## config.mk

```make
export PLATFORM = sky130hd
export DESIGN_NAME = mdu_sequencer
export DESIGN_NICKNAME = d
export VERILOG_FILES = /design/src/rtl/mdu_sequencer.sv
export SDC_FILE = /design/constraint.sdc
export NUM_CORES = 1
export LEC_CHECK = 0
export CAP_MARGIN = 5
export CORE_UTILIZATION = 50
export CTS_CLUSTER_SIZE = 12
export DETAILED_ROUTE_END_ITERATION = 16
export PLACE_DENSITY = 0.79
export SYNTH_ARGS = -nofsm -noshare
export SYNTH_HDL_FRONTEND = slang
export SYNTH_SLANG_ARGS = --single-unit
```

## constraint.sdc

```tcl
create_clock -name clk -period 5.6 [get_ports clk]
set_clock_uncertainty 0.05 [all_clocks]
set_input_delay 0.84 -clock clk [delete_from_list [all_inputs] [get_ports clk]]
set_output_delay 0.84 -clock clk [all_outputs]
set_load 0.02 [all_outputs]
```

## src/rtl/mdu_sequencer.sv

```systemverilog
// Iterative RV32M unsigned multiply/divide sequencer. It shares the EX-stage ALU instead of using its own adder.
// Multiply uses shift-add. Divide uses a restoring algorithm with one iteration per cycle.
module mdu_sequencer #(
    parameter int N = 32
) (
    input  logic         clk,
    input  logic         rst_n,
    input  logic         start,
    input  logic [1:0]   op,
    input  logic [N-1:0] rs1,
    input  logic [N-1:0] rs2,
    input  logic         flush,
    output logic [N-1:0] alu_a,
    output logic [N-1:0] alu_b,
    output logic [3:0]   alu_sel,
    input  logic [N-1:0] alu_result,
    input  logic         alu_carry,
    output logic         alu_own,
    output logic         busy,
    output logic         stall,
    output logic         done,
    output logic [N-1:0] result
);

    localparam int CW = (N > 1) ? $clog2(N) : 1;
    localparam logic [3:0] SEL_ADD = 4'b0010;
    localparam logic [3:0] SEL_SUB = 4'b0110;

    typedef enum logic [1:0] {IDLE, MUL_STEP, DIV_STEP, FINISH} state_t;

    state_t         state_q, state_d;
    logic [CW-1:0]  cnt_q, cnt_d;
    logic [1:0]     op_q, op_d;
    logic [N-1:0]   acc_q, acc_d;   // P for multiply, R for divide
    logic [N-1:0]   quo_q, quo_d;   // Q: multiplier/product-low or dividend/quotient
    logic [N-1:0]   opd_q, opd_d;   // M or D
    logic [N-1:0]   res_q, res_d;

    logic           last_step;
    logic           rmsb;
    logic           ok;
    logic [N-1:0]   rs_shift;
    logic [N-1:0]   fin_val;

    always_ff @(posedge clk or negedge rst_n) begin
        if (!rst_n) begin
            state_q <= IDLE;
            cnt_q   <= '0;
            op_q    <= '0;
            acc_q   <= '0;
            quo_q   <= '0;
            opd_q   <= '0;
            res_q   <= '0;
        end else begin
            state_q <= state_d;
            cnt_q   <= cnt_d;
            op_q    <= op_d;
            acc_q   <= acc_d;
            quo_q   <= quo_d;
            opd_q   <= opd_d;
            res_q   <= res_d;
        end
    end

    always_comb begin
        state_d   = state_q;
        cnt_d     = cnt_q;
        op_d      = op_q;
        acc_d     = acc_q;
        quo_d     = quo_q;
        opd_d     = opd_q;
        res_d     = res_q;
        alu_a     = '0;
        alu_b     = '0;
        alu_sel   = SEL_ADD;
        alu_own   = 1'b0;
        stall     = 1'b0;
        done      = 1'b0;
        last_step = (cnt_q == CW'(N - 1));
        // The remainder's top bit acts as a 33rd bit, so the shifted remainder cannot overflow.
        rmsb      = acc_q[N-1];
        rs_shift  = {acc_q[N-2:0], quo_q[N-1]};
        ok        = rmsb | alu_carry;

        case (op_q)
            2'b00:   fin_val = quo_q;
            2'b01:   fin_val = acc_q;
            2'b10:   fin_val = (opd_q == '0) ? '1 : quo_q;
            default: fin_val = (opd_q == '0) ? quo_q : acc_q;
        endcase

        case (state_q)
            IDLE: begin
                if (start && !flush) begin
                    stall = 1'b1;
                    op_d  = op;
                    opd_d = rs2;
                    quo_d = rs1;
                    acc_d = '0;
                    cnt_d = '0;
                    if (!op[1])          state_d = MUL_STEP;
                    else if (rs2 == '0)  state_d = FINISH;
                    else                 state_d = DIV_STEP;
                end
            end
            MUL_STEP: begin
                alu_own = 1'b1;
                stall   = 1'b1;
                alu_a   = acc_q;
                alu_b   = opd_q;
                if (quo_q[0]) {acc_d, quo_d} = {alu_carry, alu_result, quo_q[N-1:1]};
                else          {acc_d, quo_d} = {1'b0, acc_q, quo_q[N-1:1]};
                cnt_d = cnt_q + 1'b1;
                if (last_step) state_d = FINISH;
            end
            DIV_STEP: begin
                alu_own = 1'b1;
                stall   = 1'b1;
                alu_a   = rs_shift;
                alu_b   = opd_q;
                alu_sel = SEL_SUB;
                acc_d   = ok ? alu_result : rs_shift;
                quo_d   = {quo_q[N-2:0], ok};
                cnt_d   = cnt_q + 1'b1;
                if (last_step) state_d = FINISH;
            end
            default: begin
                done    = 1'b1;
                res_d   = fin_val;
                state_d = IDLE;
            end
        endcase

        if (flush) state_d = IDLE;
    end

    assign busy   = (state_q != IDLE);
    assign result = (state_q == FINISH) ? fin_val : res_q;

endmodule

```

## Yosys cells after proc, flatten, opt, wreduce, memory -nomap -nowiden

Cells that the tools add are included.

- Shifts and indexed selects: 0
- Bitwise gates (word level): 1
- Equal/unequal tests: 9
- Add/subtract/negate cells: 1
- Multiplexer cells: 26
- Divide/modulo/power cells: 0
- Order comparisons: 0
- Reductions and logical operators: 15
- $mul: 0

Operators with widths:

| cell | count |
|---|---|
| 32-bit 2-to-1 mux | 9 |
| 32-bit one-hot mux with 3 select lines | 3 |
| 32-bit logical NOT | 2 |
| 32-bit one-hot mux with 2 select lines | 1 |
| 5-bit one-hot mux with 2 select lines | 1 |
| 2-bit 2-to-1 mux | 4 |
| 2-bit AND reduction | 4 |
| 2-bit equality test, second input constant | 3 |
| 5-bit by 1-bit adder with 5-bit output, second input constant | 1 |
| 5-bit equality test, second input constant | 1 |
| 5-bit 2-to-1 mux | 1 |
| 2-bit by 1-bit equality test with 1-bit output, second input constant | 2 |
| 2-bit logical NOT | 2 |
| 1-bit 2-to-1 mux | 4 |
| 2-bit one-hot mux with 2 select lines | 1 |
| 2-bit nonzero test | 2 |
| 3-bit 2-to-1 mux | 1 |
| 3-bit by 1-bit != test with 1-bit output, second input constant | 1 |
| 3-bit != test, second input constant | 1 |
| 3-bit nonzero test | 1 |
| 3-bit OR reduction | 1 |
| 2-bit != test, second input constant | 1 |
| 1-bit one-hot mux with 2 select lines | 1 |
| 2-bit OR reduction | 1 |
| other kinds (3) | 3 |

- Logic and storage cells: 59
- Latch bits: 0
- Memories: 0
- Bits in read-only memories: 0
- Output and inout bits: 104
- Flip-flop bits (word level): 137
- Input port bits: 103
- RAM bits: 0

## Logic depth before layout (Yosys ltp)

Gate-level depths: netlist (run 1).

- Depth after elaboration: 6
- Depth in mapped cells: 9
- Mapped depth without buffers: 7

## Least setup slack after synthesis (run 1)

OpenSTA, ideal clock, no wires.

- Path kind: register -> output
- From: register state_q[0]
- To: output alu_a[30]
- Cell stages (with the launch flop): 8
- Data required time: 4710 ps
- Setup slack: 2731 ps
- Buffers on the path: 3
- Data arrival time: 1979 ps
- Cells stage by stage: dfrtp_1 > inv_1 > ha_1 > clkbuf_1 > clkbuf_1 > clkbuf_1 > a22oi_1 > nor2_1

- Cells in the longest elaborated chain, start to end: 2
- Elaborated cells between the ends (all ways): 3
- Classes of those cells: eq/ne (2); mux (1)

Ends and longest elaborated chain:

| what | line | RTL |
|---|---|---|
| from (decl) | 31 | `state_t state_q, state_d;` |
| from (signal assigned) | 55 | `state_q <= state_d;` |
| 2-bit equality test / 2-bit by 1-bit equality test with 1-bit output (equally long branches) | 92 | `case (state_q)` |
| 32-bit one-hot mux with 2 select lines (*) | 92 |  |
| to (decl) | 13 | `output logic [N-1:0] alu_a,` |

Every way passes the cells marked *; elsewhere a longest branch is shown, timed or not.

## Final worst setup path (run 1)

- From: register opd_q[28]
- To: output result[31]

- Cells in the longest elaborated chain, start to end: 4
- Elaborated cells between the ends (all ways): 5
- Classes of those cells: mux (4); reduce/logical (1)

Ends and longest elaborated chain:

| what | line | RTL |
|---|---|---|
| from (decl) | 36 | `logic [N-1:0] opd_q, opd_d;` |
| from (signal assigned) | 60 | `opd_q <= opd_d;` |
| 32-bit logical NOT (*) | 88, 89 |  |
| 32-bit 2-to-1 mux (on tied branches) | 89, 88 |  |
| 32-bit one-hot mux with 3 select lines (*) | 85 | `case (op_q)` |
| 32-bit 2-to-1 mux (*) | 138 | `assign result = (state_q == FINISH) ? fin_val : res_q;` |
| to (decl) | 22 | `output logic [N-1:0] result` |

Marks and branches as above.

==> results of run 1 <==
==> state kept, by name (all words and copies together) (netlist names) <==
| register | cells |
|---|---|
| acc_q | 32 |
| opd_q | 32 |
| quo_q | 32 |
| res_q | 32 |
| cnt_q | 5 |
| op_q | 2 |
| state_q | 2 |
==> path summary, 6_finish.rpt <==
| path | startpoint | to | slack [ns] | cells after the start |
|---|---|---|---|---|
| max in group asynchronous | rst_n | acc_q[17]$_DFFE_PN0P_ | 4.00 | 2 |
| worst min register to register | cnt_q[4]$_DFFE_PN0P_ | cnt_q[4]$_DFFE_PN0P_ | 0.45 | 1 |
| worst min-delay path | cnt_q[4]$_DFFE_PN0P_ | cnt_q[4]$_DFFE_PN0P_ | 0.45 | 1 |
| min in group asynchronous | rst_n | res_q[25]$_DFFE_PN0P_ | 0.46 | 1 |
| worst max-delay path | opd_q[28]$_DFFE_PN0P_ | result[31] | 1.17 | 6 |
| worst max register to register | state_q[0]$_DFFE_PN0P_ | quo_q[11]$_DFFE_PN0P_ | 2.27 | 9 |
==> cell families (layout without fill, tap and decap cells) <==
logic type,after synthesis,count (layout)
buffers and inverters,125,286
other,2,4
flip-flops,137,137
multiplexers,98,98
AND/OR/NAND/NOR,203,203
AO/OA/AOI/OAI,331,331
adder cells (fa/ha/maj),7,7
==> power by group through the flow <==
stage / clock, mW / sequential (mW) / combinational (mW)
after floorplan: 0 / 1.72 / 2.01
after global placement: 0 / 1.82 / 2.92
after detailed placement: 0 / 1.85 / 2.93
after CTS: 1.19 / 1.84 / 2.96
after global routing: 1.24 / 1.91 / 3.19
final: 1.18 / 1.86 / 2.96
==> area by class of cell <==
| class | count | area, µm² |
|---|---|---|
| sequential | 137 | 3430 |
| tap | 220 | 275 |
| fill | 1314 | 5450 |
| timing repair buffer | 217 | 2140 |
| inverter | 37 | 139 |
| multi-input combinational | 642 | 4650 |
| clock inverter | 14 | 179 |
| antenna | 1 | 2.50 |
| clock buffer | 18 | 439 |
==> cell usage after synthesis (7+ instances only) <==
cell | instances | area [µm²]
sky130_fd_sc_hd__ha_1 | 7 | 87.6
sky130_fd_sc_hd__o31ai_1 | 12 | 90.1
sky130_fd_sc_hd__a22oi_1 | 64 | 480
sky130_fd_sc_hd__buf_1 | 16 | 60.1
sky130_fd_sc_hd__and2_1 | 35 | 219
sky130_fd_sc_hd__nand2_1 | 53 | 199
sky130_fd_sc_hd__o21ai_0 | 35 | 175
sky130_fd_sc_hd__a221oi_1 | 30 | 263
sky130_fd_sc_hd__mux2_2 | 97 | 1090
sky130_fd_sc_hd__buf_6 | 12 | 135
sky130_fd_sc_hd__clkbuf_1 | 51 | 191
sky130_fd_sc_hd__nor4_1 | 8 | 50.1
sky130_fd_sc_hd__o22ai_1 | 83 | 519
sky130_fd_sc_hd__inv_1 | 37 | 139
sky130_fd_sc_hd__nor2_1 | 83 | 312
sky130_fd_sc_hd__dfrtp_1 | 137 | 3430
sky130_fd_sc_hd__a21oi_1 | 30 | 150
sky130_fd_sc_hd__a21oi_2 | 60 | 526
==> routing by layer <==
layer / track usage, % / routed length (µm) / vias up / share of wire [%]
met2: 44.6 / 12100 / 393 / 47
met1: 41.4 / 11100 / 3886 / 43
met5: 0 / 0 / - / 0
li1: - / - / 3634 / -
met4: 9.15 / 571 / 0 / 2.2
met3: 6.01 / 1940 / 50 / 7.5
==> through the flow <==
| stage | cell area [µm²] | instances | setup WS [ns] |
|---|---|---|---|
| 5_1_grt | 11300 | 1286 | 0.961 |
| 3_3_place_gp | 10600 | 1253 | 1.70 |
| 2_1_floorplan | 8620 | 904 | 2.73 |
| 3_5_place_dp | 10600 | 1253 | 1.63 |
| 6_report | 11300 | 1286 | 1.17 |
| 4_1_cts | 11300 | 1285 | 1.16 |
==> reports/qor.txt, run 1 <==
=================================================================================
Most common cell after layout, fill and taps aside                   sky130_fd_sc_hd__clkdlybuf4s50_1
Leakage power                                                             4.41 nW
Effective utilization at floorplan                                          51.6%
Cells after Synth                                                             903
Sequential area share after synthesis                                       39.8%
Drt pass-1 iters                                                                5
Remaining antenna violation count after routing                                 0
Kind of end point of the critical path                                 output pin
Critical Path, Cell by Cell                                          nor4_2 -> nand4_4 -> o311ai_2 -> nand2_2 -> a21oi_1 -> clkdlybuf4s50_1
Overflow left after global routing                                              0
CTS Hold Bufs                                                                   0
Fraction of power spent switching nets                                      41.9%
VDD IR max                                                               0.325 mV
Die area                                                                17800 µm²
RSZ-0062 raised after global routing                                           no
Overall fraction of global-route tracks in use                              29.2%
Slew margin rel.                                                            23.1%
Layout Utilization                                                          67.4%
Async set-reset flop share out of synthesis                                  100%
Total wire length                                                        25700 µm
Site row count                                                                 47
Pin slew with the least headroom to its limit                             1.15 ns
CTS HTree Levels                                                                4
Netlist Area Pre-Place                                                   8610 µm²
Sequential share of power                                                   30.9%
Number of nets in the final layout                                           1162
Layout overhead on the synthesized area                                     30.7%
Share of post-route cells with drive strength above 1                       21.1%
Primary flip-flop cell chosen by synthesis mapping                   sky130_fd_sc_hd__dfrtp_1
Type of the worst setup path                                              reg2out
Pin count of the biggest net entering global routing                          102
Clk pin slew, worst setup/hold paths                                      0.06 ns
Wire length per cell after detailed routing                               20.0 µm
Final-report max-slew violation count                                           0
Simple-gate portion of the synthesized area                                 12.0%
Fin Setup TNS                                                                0 ns
First-pass GRT wire length                                               40800 µm
Net switching power of the design                                         2.51 mW
Setup Fix Bufs, Post-CTS                                                        0
Leading cell types in the layout, fill and taps excluded             202 x sky130_fd_sc_hd__clkdlybuf4s50_1, 137 x sky130_fd_sc_hd__dfrtp_1, 97 x sky130_fd_sc_hd__mux2_2, 83 x sky130_fd_sc_hd__o22ai_1, 82 x sky130_fd_sc_hd__nor2_1
Clock latency of the later-clocked register in the worst-skew pair        0.43 ns
Placeable core region                                                   16700 µm²
Synthesized flop and latch total                                              137
Clock sink total                                                              137
Width of the die                                                           133 µm
Cell family contributing the most delay on the critical path         simple AND/OR/NAND/NOR gates
Yosys warning count                                                             0
Final weighted congestion in routability-driven placement                   0.872
Die outline height                                                         133 µm
Count of different cell masters after synthesis                                44
HPWL reported at the end of detailed placement                           16700 µm
Fraction of synthesized cell area in xor and xnor cells                        0%
Via count                                                                    7963
Highest cell delay on the worst timing path                               0.69 ns
Tot Pwr                                                                   6.00 mW
Vias in the first global route                                               7471
Total DRC errors in the routed layout                                           0
Kind of start point of the critical path                                flip-flop
Share of the clock period used by the worst path after layout               79.2%
Cell area power density                                                533 nW/µm²
Initial DRC count                                                             738
Initial antenna violation count                                                 1
P_int                                                                     3.49 mW
CTS tree                                                                    built
Max clock buf depth                                                             2
Top-level I/O count                                                           207
Largest family of logic cells by synthesized area                    compound AO/OA/AOI/OAI gates
Port Buffer Count                                                             203
Smallest hold slack                                                      0.452 ns
Compound-Gate Fraction of Synth Area                                        27.6%
Peak clock frequency supported by timing                                0.226 GHz
Total of cells resized after clock tree synthesis                               0
Root buf cell                                                        sky130_fd_sc_hd__clkbuf_16
Run status                                                           finished, final reports clean
Adder and majority gate portion of the synthesized area                     1.02%
CP bufs+invs                                                                    1
Routed vias/inst                                                             6.19
Count of flip-flops with a built-in enable after synthesis                      0
Max-capacitance violation count                                                 0
Tmin final                                                                4.43 ns
Hold violation total from the final report                                      0
TritonCTS buffer count                                                         17
Arrival time reported for the critical path endpoint                      3.54 ns
Crit Path Max Fanout                                                           32
Required time of the critical path                                        4.71 ns
Worst hold path class                                                     reg2reg
Setup violation total in the final timing report                                0
Clock share of power                                                        19.7%
Fraction of synthesized area in multiplexers                                12.8%
Combinational Power Share                                                   49.3%
Worst-path cell with the longest stage delay                         sky130_fd_sc_hd__nand2_2
Average size of a mapped cell                                            9.54 µm²
=================================================================================
(Power assumes the default switching activity.)
==> inputs of run 2 (changes only) <==
==> constraint.sdc (replaced) <==
create_clock -name clk -period 4.4 [get_ports clk]
set_clock_uncertainty 0.05 [all_clocks]
set_input_delay 0.66 -clock clk [delete_from_list [all_inputs] [get_ports clk]]
set_output_delay 0.66 -clock clk [all_outputs]
set_load 0.02 [all_outputs]
==> run 2 against run 1 <==
  * First-iteration DRC count grew 1.2%
  * Sequential power is 28% higher
  * Hold slack worse by 0.25 ns
  * Critical path type unchanged
  * Highest routed layer unchanged
  * Largest power group unchanged
  * Register-to-register slack got worse by 0.70 ns
  * Critical endpoint unchanged
  * Clock-buffer cell count increased by 7
  * Combinational power rose by 29%
==> reports/qor.txt, run 2 (synthesized netlist as in run 1, its figures left out) <==
=================================================================================
Wire length per cell after detailed routing                               20.1 µm   was 20.0 µm
Number of standard cells in the final layout excluding fillers               1298   was 1286
Vias in the first global route                                               7946   was 7471
Required time of the critical path                                        3.69 ns   was 4.71 ns
Clock latency of the later-clocked register in the worst-skew pair        0.43 ns   about the same
Kind of end point of the critical path                                 output pin   unchanged
Highest cell delay on the worst timing path                               0.67 ns   was 0.69 ns
Share of the clock period used by the worst path after layout               93.8%
Setup violation total in the final timing report                                0   unchanged
Root buf cell                                                        sky130_fd_sc_hd__clkbuf_16   unchanged
Slack of the worst reg-to-reg path                                        1.57 ns   was 2.27 ns
VDD IR max                                                               0.436 mV   was 0.325 mV
Slew margin rel.                                                            23.1%   about the same
Total wire length                                                        26100 µm   was 25700 µm
Count of placed standard cells including taps                                1265   was 1253
Number of nets in the final layout                                           1174   was 1162
Initial antenna violation count                                                 1   unchanged
Effective utilization at floorplan                                          51.6%   unchanged
Crit Path Max Fanout                                                           21   was 32
Setup Fix Bufs, Post-CTS                                                        0   unchanged
CTS Hold Bufs                                                                   0   unchanged
Peak clock frequency supported by timing                                0.242 GHz
Width of the die                                                           133 µm   unchanged
Total DRC errors in the routed layout                                           0   unchanged
Overall fraction of global-route tracks in use                              30.1%   was 29.2%
Worst hold path class                                                    in2async   was reg2reg
Max-capacitance violation count                                                 0   unchanged
Initial DRC count                                                             747   was 738
Top-level I/O count                                                           207   unchanged
Pin slew with the least headroom to its limit                             1.15 ns   about the same
Port Buffer Count                                                             203   unchanged
Clk pin slew, worst setup/hold paths                                      0.06 ns   about the same
Tmin final                                                                4.13 ns
Clock sink total                                                              137   unchanged
Max clock buf depth                                                             2   unchanged
Fin Setup TNS                                                                0 ns   unchanged
Pin count of the biggest net entering global routing                           80   was 102
Leakage power                                                             4.46 nW   was 4.41 nW
Die outline height                                                         133 µm   unchanged
RSZ-0062 raised after global routing                                           no   unchanged
Kind of start point of the critical path                                flip-flop   unchanged
Via count                                                                    8076   was 7963
Hold violation total from the final report                                      0   unchanged
Drt pass-1 iters                                                                5   unchanged
TritonCTS buffer count                                                         17   unchanged
Site row count                                                                 47   unchanged
CTS HTree Levels                                                                4   unchanged
Final weighted congestion in routability-driven placement                   0.870   was 0.872
Remaining antenna violation count after routing                                 0   unchanged
Critical Path, Cell by Cell                                          nor4_2 -> nand4_2 -> o31ai_4 -> buf_12 -> o22ai_1 -> a21oi_1 -> clkdlybuf4s50_1   was nor4_2 -> nand4_4 -> o311ai_2 -> nand2_2 -> a21oi_1 -> clkdlybuf4s50_1
Die area                                                                17800 µm²   unchanged
CTS tree                                                                    built   unchanged
HPWL reported at the end of detailed placement                           17700 µm   was 16700 µm
Worst-path cell with the longest stage delay                         sky130_fd_sc_hd__clkdlybuf4s50_1   was sky130_fd_sc_hd__nand2_2
Placeable core region                                                   16700 µm²   unchanged
Final-report max-slew violation count                                           0   unchanged
Most common cell after layout, fill and taps aside                   sky130_fd_sc_hd__clkdlybuf4s50_1   unchanged
Arrival time reported for the critical path endpoint                      3.42 ns   was 3.54 ns
Run status                                                           finished, final reports clean   unchanged
First-pass GRT wire length                                               42300 µm   was 40800 µm
Leading cell types in the layout, fill and taps excluded             202 x sky130_fd_sc_hd__clkdlybuf4s50_1, 137 x sky130_fd_sc_hd__dfrtp_1, 97 x sky130_fd_sc_hd__mux2_2, 83 x sky130_fd_sc_hd__o22ai_1, 82 x sky130_fd_sc_hd__nor2_1   unchanged
Total of cells resized after clock tree synthesis                               0   unchanged
Share of post-route cells with drive strength above 1                       21.6%   was 21.1%
Type of the worst setup path                                              reg2out   unchanged
Filler cell count                                                            1332   was 1314
Routed vias/inst                                                             6.22   was 6.19
Overflow left after global routing                                              0   unchanged
Layout overhead on the synthesized area                                     31.6%   was 30.7%
Cell area power density                                                673 nW/µm²   was 533 nW/µm²
=================================================================================
run 2: worst max-delay path: cells and delay by family (launching register included):
kind	cells	cell delay [ns]
simple gates	2	0.72
flops	1	0.39
buf+inv	2	0.92
compound gates	3	0.96
run 2: report_power, final:
group | internal (mW) | switching, mW | total [mW]
Combinational | 1.72 | 2.10 | 3.83
Clock | 0.891 | 0.534 | 1.43
Sequential | 1.80 | 0.577 | 2.38
Total | 4.41 | 3.21 | 7.63
run 2: per-layer routing:
layer	routed length [µm]	GRT usage, %
met1	11000	39.5
met2	12200	47.8
met3	2090	6.81
met4	840	13.0
met5	0	0
run 2: worst paths after layout:
kind,start,cells past startpoint,end
max,opd_q[16]$_DFFE_PN0P_,7,result[31]
min reg2reg,cnt_q[4]$_DFFE_PN0P_,1,cnt_q[4]$_DFFE_PN0P_
min in group clk,cnt_q[4]$_DFFE_PN0P_,1,cnt_q[4]$_DFFE_PN0P_
min,rst_n,1,res_q[24]$_DFFE_PN0P_
max in group asynchronous,rst_n,2,opd_q[14]$_DFFE_PN0P_
max reg2reg,state_q[0]$_DFFE_PN0P_,9,quo_q[6]$_DFFE_PN0P_
run 2: cell type report:
type | count | area, µm² | area share, %
timing repair buffer | 229 | 2250 | 19.9
clock buffer | 25 | 495 | 4.37
sequential | 137 | 3430 | 30.2
tap | 220 | 275 | 2.43
multi-input combinational | 642 | 4650 | 41.0
inverter | 37 | 139 | 1.23
antenna | 1 | 2.50 | 0.0221
clock inverter | 7 | 90.1 | 0.795
run 2: through the flow:
step / cell area [µm²] / utilization (%) / worst slack [ns] / hold slack, ns / total power, mW
final: 11300 / 67.9 / 0.273 / 0.199 / 7.63
after CTS: 11300 / 67.9 / 0.268 / 0.243 / 7.61
after global placement: 10700 / 64.4 / 0.808 / 0.430 / 6.06
after floorplan: 8620 / - / 1.71 / 0.314 / 4.75
after global routing: 11300 / 67.9 / 0.178 / 0.263 / 8.07
after detailed placement: 10700 / 64.4 / 0.744 / 0.445 / 6.16
==> inputs of run 3 (changes only) <==
--- a/config.mk
+++ b/config.mk
@@ -9,7 +9,7 @@
 export CORE_UTILIZATION = 50
 export CTS_CLUSTER_SIZE = 12
 export DETAILED_ROUTE_END_ITERATION = 16
-export PLACE_DENSITY = 0.79
+export PLACE_DENSITY = 0.84
 export SYNTH_ARGS = -nofsm -noshare
 export SYNTH_HDL_FRONTEND = slang
 export SYNTH_SLANG_ARGS = --single-unit
==> run 3 against run 2 <==
  * Global-route usage fell by 0.46 points
  * Critical path depth did not move
  * Clock power about the same
  * Register-to-register slack lost 0.03 ns
  * Die area unchanged
  * Sequential share of layout area up 0.090 points
  * Via count decreased by 0.26%
  * Core utilization decreased by 0.20 points
==> reports/qor.txt, run 3 (synthesized netlist as in run 1, its figures left out) <==
=================================================================================
Run status                                                           finished, final reports clean   unchanged
Layout overhead on the synthesized area                                     31.2%   was 31.6%
Worst-path cell with the longest stage delay                         sky130_fd_sc_hd__clkdlybuf4s50_1   unchanged
Initial DRC count                                                             747   unchanged
Hold violation total from the final report                                      0   unchanged
Number of standard cells in the final layout excluding fillers               1292   was 1298
Port Buffer Count                                                             203   unchanged
Drt pass-1 iters                                                                5   unchanged
Final-report max-slew violation count                                           0   unchanged
Final weighted congestion in routability-driven placement                   0.827   was 0.870
Max clock buf depth                                                             2   unchanged
Wire length per cell after detailed routing                               20.0 µm   was 20.1 µm
Type of the worst setup path                                              reg2out   unchanged
Count of placed standard cells including taps                                1259   was 1265
Overflow left after global routing                                              0   unchanged
Overall fraction of global-route tracks in use                              29.6%   was 30.1%
Total wire length                                                        25800 µm   was 26100 µm
Setup violation total in the final timing report                                0   unchanged
Worst hold path class                                                    in2async   unchanged
VDD IR max                                                               0.402 mV   was 0.436 mV
RSZ-0062 raised after global routing                                           no   unchanged
Setup Fix Bufs, Post-CTS                                                        0   unchanged
Total DRC errors in the routed layout                                           0   unchanged
CTS tree                                                                    built   unchanged
Post-layout worst setup margin                                           0.278 ns   was 0.273 ns
Post-Place Setup Slack                                                   0.588 ns   was 0.744 ns
Pin slew with the least headroom to its limit                             1.12 ns   was 1.15 ns
Site row count                                                                 47   unchanged
CTS HTree Levels                                                                4   unchanged
Pin count of the biggest net entering global routing                           72   was 80
TritonCTS buffer count                                                         17   unchanged
Clk pin slew, worst setup/hold paths                                      0.06 ns   about the same
Required time of the critical path                                        3.69 ns   about the same
HPWL reported at the end of detailed placement                           17300 µm   was 17700 µm
CTS Hold Bufs                                                                   0   unchanged
Die outline height                                                         133 µm   unchanged
Smallest hold slack                                                      0.160 ns   was 0.199 ns
Crit Path Max Fanout                                                           20   was 21
Vias in the first global route                                               7903   was 7946
Clock sink total                                                              137   unchanged
Register Area                                                            3430 µm²   unchanged
Remaining antenna violation count after routing                                 0   unchanged
Routed vias/inst                                                             6.23   was 6.22
Leakage power                                                             4.42 nW   was 4.46 nW
Share of post-route cells with drive strength above 1                       21.5%   was 21.6%
Width of the die                                                           133 µm   unchanged
Arrival time reported for the critical path endpoint                      3.41 ns   was 3.42 ns
Leading cell types in the layout, fill and taps excluded             202 x sky130_fd_sc_hd__clkdlybuf4s50_1, 137 x sky130_fd_sc_hd__dfrtp_1, 97 x sky130_fd_sc_hd__mux2_2, 83 x sky130_fd_sc_hd__o22ai_1, 82 x sky130_fd_sc_hd__nor2_1   unchanged
Layout Utilization                                                          67.7%   was 67.9%
Most common cell after layout, fill and taps aside                   sky130_fd_sc_hd__clkdlybuf4s50_1   unchanged
Effective utilization at floorplan                                          51.6%   unchanged
Kind of end point of the critical path                                 output pin   unchanged
Filler cell count                                                            1289   was 1332
Max-capacitance violation count                                                 0   unchanged
Die area                                                                17800 µm²   unchanged
Tot Pwr                                                                   7.61 mW   was 7.63 mW
First-pass GRT wire length                                               41700 µm   was 42300 µm
Root buf cell                                                        sky130_fd_sc_hd__clkbuf_16   unchanged
Kind of start point of the critical path                                flip-flop   unchanged
Number of nets in the final layout                                           1168   was 1174
Critical Path, Cell by Cell                                          nor4_2 -> nand4_2 -> o311ai_2 -> nand2_4 -> buf_4 -> a21oi_2 -> clkdlybuf4s50_1   was nor4_2 -> nand4_2 -> o31ai_4 -> buf_12 -> o22ai_1 -> a21oi_1 -> clkdlybuf4s50_1
Slew margin rel.                                                            25.3%   was 23.1%
Total placed instance area                                              10700 µm²   about the same
Cell area power density                                                673 nW/µm²   about the same
Total of cells resized after clock tree synthesis                               0   unchanged
Share of the clock period used by the worst path after layout               93.7%   was 93.8%
Initial antenna violation count                                                 1   unchanged
Final standard cell area without fillers                                11300 µm²   about the same
Clock latency of the later-clocked register in the worst-skew pair        0.42 ns   was 0.43 ns
Top-level I/O count                                                           207   unchanged
Fin Setup TNS                                                                0 ns   unchanged
Via count                                                                    8055   was 8076
Highest cell delay on the worst timing path                               0.62 ns   was 0.67 ns
Peak clock frequency supported by timing                                0.243 GHz   was 0.242 GHz
Tmin final                                                                4.12 ns   was 4.13 ns
Placeable core region                                                   16700 µm²   unchanged
Area of the multi-input gates                                            4660 µm²   was 4650 µm²
=================================================================================
==> run 3: changes by cell type in the layout (fill, tap and decap cells not counted) <==
cell,change
sky130_fd_sc_hd__nand2_2,-1
sky130_fd_sc_hd__clkinvlp_4,+3
sky130_fd_sc_hd__clkbuf_8,-1
sky130_fd_sc_hd__clkinv_4,+1
sky130_fd_sc_hd__nand2_4,+1
sky130_fd_sc_hd__clkbuf_1,-3
sky130_fd_sc_hd__buf_4,-6
==> run 3: critical path: cells and delay by family (launching register included) <==
kind	cells	cell delay (ns)
buffers and inverters	2	0.96
AOI/OAI and AO/OA	2	0.59
DFF	1	0.40
and+or+nand+nor	3	1.04
==> run 3: path summary, 6_finish.rpt <==
kind / startpoint / endpoint / slack, ns / cells after the start
min: rst_n / res_q[24]$_DFFE_PN0P_ / 0.16 / 1
max in group asynchronous: rst_n / res_q[2]$_DFFE_PN0P_ / 3.13 / 2
min reg2reg: op_q[1]$_DFFE_PN0P_ / op_q[1]$_DFFE_PN0P_ / 0.47 / 1
max: opd_q[16]$_DFFE_PN0P_ / result[8] / 0.28 / 7
max reg2reg: state_q[0]$_DFFE_PN0P_ / quo_q[31]$_DFFE_PN0P_ / 1.54 / 8
min in group clk: op_q[1]$_DFFE_PN0P_ / op_q[1]$_DFFE_PN0P_ / 0.47 / 1
==> run 3: final cells by class <==
class	count	area share, %
well taps	220	2.44
clock inverters	11	1.07
repair buffers	223	19.5
multi-input cells	642	41.2
flip-flops and latches	137	30.3
clock buffers	21	4.16
diodes	1	0.0221
inverters	37	1.23
==> run 3: per-layer routing <==
layer | GRT usage (%) | wire length (µm) | part of all wire, %
met1 | 38.9 | 10700 | 41
met2 | 47.6 | 12400 | 48
met3 | 6.54 | 2010 | 7.8
met4 | 11.9 | 752 | 2.9
met5 | 0 | 0 | 0
==> run 3: power by group <==
group	switching [mW]	internal (mW)	total, mW
clock	0.548	0.876	1.42
combinational	2.09	1.72	3.81
sequential	0.576	1.80	2.37
total	3.22	4.39	7.61
